$ cat config.mk
export PLATFORM = sky130hd
export DESIGN_NAME = vga_timing_gen_flat
export DESIGN_NICKNAME = d
export VERILOG_FILES = /design/src/rtl/vga_timing_gen_if.sv /design/src/rtl/vga_timing_gen.sv /design/src/flat_wrapper.sv
export SDC_FILE = /design/constraint.sdc
export NUM_CORES = 1
export LEC_CHECK = 0
export CAP_MARGIN = 20
export CELL_PAD_IN_SITES_DETAIL_PLACEMENT = 0
export CELL_PAD_IN_SITES_GLOBAL_PLACEMENT = 2
export CORE_MARGIN = 3
export CORE_UTILIZATION = 28
export CTS_BUF_LIST = sky130_fd_sc_hd__clkbuf_8
export CTS_CLUSTER_SIZE = 16
export DETAILED_ROUTE_END_ITERATION = 16
export PLACE_DENSITY = 0.8
export SYNTH_ARGS = -nofsm -noshare
export SYNTH_HDL_FRONTEND = slang
export SYNTH_SLANG_ARGS = --single-unit
$ cat constraint.sdc
create_clock -name vga_clk -period 1.9 [get_ports vga_clk]
set_clock_uncertainty 0.2 [all_clocks]
set_input_delay 0.19 -clock vga_clk [delete_from_list [all_inputs] [get_ports vga_clk]]
set_output_delay 0.19 -clock vga_clk [all_outputs]
set_load 0.01 [all_outputs]
$ cat src/rtl/vga_timing_gen_if.sv
`default_nettype none
// ============================================================================
//  Module   : vga_timing_gen_if
//  Purpose  : Raster output bundle from the VGA timing generator to the
//             sprite/colour mappers and the VGA connector.
//  Revision : 1.0  initial release
// ----------------------------------------------------------------------------
//  Signals
//    DrawX        10  current horizontal position (pixel clocks into line)
//    DrawY        10  current vertical position (lines into frame)
//    blank         1  1 = visible pixel, 0 = blanked
//    hs            1  horizontal sync, active-low, pipeline-aligned
//    vs            1  vertical sync, active-low, pipeline-aligned
//    frame_start   1  high for the single clock at (0,0)
//    frame_cnt     8  frames completed since reset, wraps
//  Modports
//    master  : the timing generator (drives everything)
//    slave   : any raster consumer (samples everything)
// ============================================================================
interface vga_timing_gen_if;
  logic [9:0] DrawX;
  logic [9:0] DrawY;
  logic       blank;
  logic       hs;
  logic       vs;
  logic       frame_start;
  logic [7:0] frame_cnt;

  modport master (
    output DrawX, DrawY, blank, hs, vs, frame_start, frame_cnt
  );

  modport slave (
    input DrawX, DrawY, blank, hs, vs, frame_start, frame_cnt
  );
endinterface
`default_nettype wire

$ cat src/rtl/vga_timing_gen.sv
`default_nettype none
// ============================================================================
//  Module   : vga_timing_gen
//  Purpose  : Free-running raster generator. Produces the pixel coordinates,
//             visible-area flag and VGA syncs for the mapper pipeline, plus a
//             frame counter for sprite animation. Default mode 640x480@60.
//  Revision : 1.0  initial release
// ----------------------------------------------------------------------------
//  Ports
//    vga_clk   in   pixel clock, everything on its rising edge
//    reset_n   in   synchronous reset, active-low
//    vga       out  raster bundle (vga_timing_gen_if.master)
//  Parameter sums (H_VIS+H_FP+H_SYNC+H_BP etc.) must stay below 1024 since
//  the counters are 10 bits; SYNC_DELAY is intended for 0..4.
// ============================================================================
module vga_timing_gen #(
  parameter int H_VIS      = 640,
  parameter int H_FP       = 16,
  parameter int H_SYNC     = 96,
  parameter int H_BP       = 48,
  parameter int V_VIS      = 480,
  parameter int V_FP       = 10,
  parameter int V_SYNC     = 2,
  parameter int V_BP       = 33,
  parameter int SYNC_DELAY = 2
) (
  input  logic               vga_clk,
  input  logic               reset_n,
  vga_timing_gen_if.master   vga
);

  localparam int H_TOT = H_VIS + H_FP + H_SYNC + H_BP;
  localparam int V_TOT = V_VIS + V_FP + V_SYNC + V_BP;

  localparam logic [9:0] H_LAST     = 10'(H_TOT - 1);
  localparam logic [9:0] V_LAST     = 10'(V_TOT - 1);
  localparam logic [9:0] H_VIS_END  = 10'(H_VIS);
  localparam logic [9:0] V_VIS_END  = 10'(V_VIS);
  localparam logic [9:0] HS_START   = 10'(H_VIS + H_FP);
  localparam logic [9:0] HS_END     = 10'(H_VIS + H_FP + H_SYNC);
  localparam logic [9:0] VS_START   = 10'(V_VIS + V_FP);
  localparam logic [9:0] VS_END     = 10'(V_VIS + V_FP + V_SYNC);

  logic [9:0] hc;
  logic [9:0] vc;
  logic [7:0] frame_cnt;
  logic       hs_raw;
  logic       vs_raw;

  // Raster counters. vc only moves on the hc wrap, and the frame counter
  // only on the edge where both wrap together.
  always_ff @(posedge vga_clk) begin
    if (!reset_n) begin
      hc        <= '0;
      vc        <= '0;
      frame_cnt <= '0;
    end else if (hc == H_LAST) begin
      hc <= '0;
      if (vc == V_LAST) begin
        vc        <= '0;
        frame_cnt <= frame_cnt + 8'd1;
      end else begin
        vc <= vc + 10'd1;
      end
    end else begin
      hc <= hc + 10'd1;
    end
  end

  // Undelayed sync decode; vs_raw ignores hc so it covers whole lines.
  assign hs_raw = !((hc >= HS_START) && (hc < HS_END));
  assign vs_raw = !((vc >= VS_START) && (vc < VS_END));

  // Syncs are delayed to line up with colour data leaving the mappers
  // (ROM read + output register). The chain resets to the inactive level so
  // no spurious sync pulse appears while the pipeline refills after reset.
  generate
    if (SYNC_DELAY == 0) begin : g_sync_direct
      assign vga.hs = hs_raw;
      assign vga.vs = vs_raw;
    end else begin : g_sync_pipe
      logic [SYNC_DELAY-1:0] hs_pipe;
      logic [SYNC_DELAY-1:0] vs_pipe;

      always_ff @(posedge vga_clk) begin
        if (!reset_n) begin
          hs_pipe <= '1;
          vs_pipe <= '1;
        end else begin
          hs_pipe[0] <= hs_raw;
          vs_pipe[0] <= vs_raw;
          for (int i = 1; i < SYNC_DELAY; i++) begin
            hs_pipe[i] <= hs_pipe[i-1];
            vs_pipe[i] <= vs_pipe[i-1];
          end
        end
      end

      assign vga.hs = hs_pipe[SYNC_DELAY-1];
      assign vga.vs = vs_pipe[SYNC_DELAY-1];
    end
  endgenerate

  // Coordinates are the counters themselves; blank/frame_start are decoded
  // from the same cycle's counters so consumers need no extra alignment.
  assign vga.DrawX       = hc;
  assign vga.DrawY       = vc;
  assign vga.blank       = (hc < H_VIS_END) && (vc < V_VIS_END);
  assign vga.frame_start = (hc == '0) && (vc == '0);
  assign vga.frame_cnt   = frame_cnt;

endmodule
`default_nettype wire

$ cat src/flat_wrapper.sv
// flat-port wrapper written by rule: the top's interface ports become plain ports
module vga_timing_gen_flat 
#(
  parameter int H_VIS      = 640,
  parameter int H_FP       = 16,
  parameter int H_SYNC     = 96,
  parameter int H_BP       = 48,
  parameter int V_VIS      = 480,
  parameter int V_FP       = 10,
  parameter int V_SYNC     = 2,
  parameter int V_BP       = 33,
  parameter int SYNC_DELAY = 2
)
  (vga_clk, reset_n, vga_DrawX, vga_DrawY, vga_blank, vga_hs, vga_vs, vga_frame_start, vga_frame_cnt);
  vga_timing_gen_if vga_i ();
  input  logic vga_clk;
  input  logic reset_n;
  output wire logic [$bits(vga_i.DrawX)-1:0] vga_DrawX;
  output wire logic [$bits(vga_i.DrawY)-1:0] vga_DrawY;
  output wire logic [$bits(vga_i.blank)-1:0] vga_blank;
  output wire logic [$bits(vga_i.hs)-1:0] vga_hs;
  output wire logic [$bits(vga_i.vs)-1:0] vga_vs;
  output wire logic [$bits(vga_i.frame_start)-1:0] vga_frame_start;
  output wire logic [$bits(vga_i.frame_cnt)-1:0] vga_frame_cnt;
  assign vga_DrawX = vga_i.DrawX;
  assign vga_DrawY = vga_i.DrawY;
  assign vga_blank = vga_i.blank;
  assign vga_hs = vga_i.hs;
  assign vga_vs = vga_i.vs;
  assign vga_frame_start = vga_i.frame_start;
  assign vga_frame_cnt = vga_i.frame_cnt;
  vga_timing_gen #(.H_VIS(H_VIS), .H_FP(H_FP), .H_SYNC(H_SYNC), .H_BP(H_BP), .V_VIS(V_VIS), .V_FP(V_FP), .V_SYNC(V_SYNC), .V_BP(V_BP), .SYNC_DELAY(SYNC_DELAY)) u_core (.vga_clk(vga_clk), .reset_n(reset_n), .vga(vga_i));
endmodule
==> impl_results.md <==
- Worst endpoint data arrival time: about 2000 ps
- Maximum vdd drop: 333 uV
- Failing checks: negative setup slack
- Sinks on Clock Net: 32
- Unrepaired setup endpoints after global routing: true
- Initial antenna violation count: 0
- Die Y: around 81 microns
- Worst Hold Class: reg2reg
- Hpwl dp: 3130 microns
- GRT overflow: 0
- Max_cap viols: 0
- Period utilisation layout: 103%
- Clock Root Buffer: clkbuf_8
- Netlist cell types: 38
- DR vias: 1627
- Site Rows: 26
- Power per cell area: around 470 nW/um^2
- Mapped Avg Cell Area: slightly below 9 sq um
- Worst reg2reg path depth: 5
- EDFF count, synth: 0
- Post-Synthesis Cells: 180
- Cts bufs inserted: 5
- Mapped Area: approximately 1600 sq um
- Core Footprint: roughly 5300 sq um
- Initial Util: between 20% and 30%
- Post-synthesis sequential area ratio: roughly two fifths
- CTS tree: done
- Status: complete, but fails checks
- Min Tclk post-route: approximately 2000 ps
- Async SR Flop Fraction: 0%
- Port buffer count: 33
- FMAX: about 510 MHz
- TNS Setup: -331 ps
- ANT cells: 0
- Hold-fix buffers, CTS: 0
- DRT Pass-1 Iters: 4
- Hold path depth: 1
- Via/cell ratio: about 4.8
- Leakage Power: between 1 and 1.5 nW
- Final-stage net count: approximately 270
- Startpoint Class: flip-flop
- Remaining DRCs: 0
- RD Place Congestion: approximately 0.74
- Vias in the first global route: about 1600
- Htree depth: 2
- Ports: 34
- Crit path max fanout: 6
- Worst-Skew Late Latency: about 270 ps
- Global-route wire length before repair: about 7600 microns
- Fill cell count: 505
- Synthesized Nets: around 190
- Commonest non-fill, non-tap cell in the layout: buf_4
- Largest net degree at the start of global routing: 17
- Main synth FF type: dfxtp_1
- Most frequent cells in the layout: buf_4 (43), clkdlybuf4s50_1 (31), dfxtp_1 (22)
- Synthesis-to-finish area growth: 73.6%
- Worst path required time: approximately 1900 ps
- #FFs+latches synth: 32
- Syn. warnings: 0
- Worst hold margin: roughly 210 ps
- Final WL: 4630 microns
- DRT iter0 DRCs: 97
- Final Setup Violations: 12
- GRT Util Overall: 14.8%
- Worst Tran Pin Value: 346 ps
- Crit path capture type: flip-flop
- Clock Tree Buf Depth: 2
- Clock slew at reported path FFs: roughly 70 ps
- Die W: between 80 and 90 microns
- Routed wire length per instance: roughly 14 microns
- Share of post-route cells with drive strength above 1: approximately 39%
- Final Hold Fails: 0
- Critical path class: reg2reg
- Total die area: between 6000 and 7000 sq um
- Post-place setup slack: -382 ps
- Post-route ant nets: 0
- Rel. slew slack: 76.7%
- Worst setup margin: -55.3 ps
- Slew Limit Fails: 0
[where the power goes]
part	total, mW	switching [mW]	leakage (nW)	internal [mW]
clock network	0.521	0.237	0.0538	0.284
registers	0.678	0.00580	0.265	0.672
logic	0.0960	0.0480	0.760	0.0480
total	1.29	0.290	1.08	1.00
[sequential cells by signal, indices dropped and copies added (netlist names)]
name,cells
u_core.g_sync_pipe.hs_pipe,2
u_core.g_sync_pipe.vs_pipe,2
u_core.vga.DrawX,10
u_core.vga.DrawY,10
u_core.vga.frame_cnt,8
[worst max-delay path, stage by stage, from the launching register on]
cell     delay (ps)
dfxtp_4         370
ha_4            140
nand3_4         100
or4_4           580
or3_1           340
a21oi_1         160
[kinds of logic (layout without fill, tap and decap cells)]
kind of cell               Yosys count  in the layout  synth area share, %
AOI/OAI and AO/OA                   27             27                 11.2
xor gates and xnor gates            12             12                 6.64
adders and majority gates            5              5                 3.95
buffers and inverters               18            106                 5.37
DFF                                 32             32                 40.4
muxes                                2              2                 1.26
and+or+nand+nor                     84             84                 31.1
[synth_stat cells (all sizes together), types with 4 or more instances]
| cell type | number | area [sq um] |
|---|---|---|
| a21oi | 8 | 40.0 |
| nand2b | 7 | 43.8 |
| inv | 10 | 37.5 |
| nand3 | 11 | 60.1 |
| nor2 | 19 | 71.3 |
| nand2 | 10 | 37.5 |
| xnor2 | 9 | 78.8 |
| ha | 5 | 62.6 |
| nand4 | 6 | 37.5 |
| clkbuf | 4 | 16.3 |
| o21ai | 8 | 43.8 |
| dfxtp | 32 | 641 |
| nor4 | 9 | 56.3 |
| or3 | 7 | 48.8 |
[through the flow]
stage	util, %	cell area, sq um	std cells	power, mW
finish	51.9	2750	338	1.29
global placement	43.4	2300	315	0.778
CTS	49.0	2600	333	1.30
detailed placement	43.4	2300	315	0.778
floorplan	-	1640	180	0.728
global route	51.9	2750	338	1.35
[metal layers]
metal / vias to the layer above / GRT usage, % / share of wire, %
met3: 4 / 2.99 / 2.5
met2: 20 / 24.7 / 50
met4: 0 / 4.56 / 0.84
li1: 825 / - / -
met1: 778 / 19.2 / 47
met5: - / 0 / 0
[repair_timing]
item	CTS	global route
gates cloned	1	1
pin swaps	10	8
resized for setup	33	29
setup endpoints to repair	11	25
buffers inserted	9	4
[cell type report]
| cell class | count | area [sq um] | share of cell area [%] |
|---|---|---|---|
| inverters | 11 | 41.3 | 1.50 |
| repair buffers | 87 | 793 | 28.8 |
| well taps | 70 | 87.6 | 3.18 |
| clock inverters | 2 | 7.51 | 0.273 |
| clock buffers | 6 | 82.6 | 3.00 |
| multi-input cells | 130 | 1070 | 39.0 |
| flip-flops and latches | 32 | 666 | 24.2 |
[path summary, 6_finish.rpt]
kind                                 startpoint                       endpoint  slack, ps
setup / recovery            u_core.vga.DrawX[0]        u_core.vga.frame_cnt[3]        -60
hold / removal    u_core.g_sync_pipe.vs_pipe[0]  u_core.g_sync_pipe.vs_pipe[1]        210
setup reg to reg            u_core.vga.DrawX[0]        u_core.vga.frame_cnt[3]        -60
hold reg to reg   u_core.g_sync_pipe.vs_pipe[0]  u_core.g_sync_pipe.vs_pipe[1]        210
(Power assumes the default switching activity.)
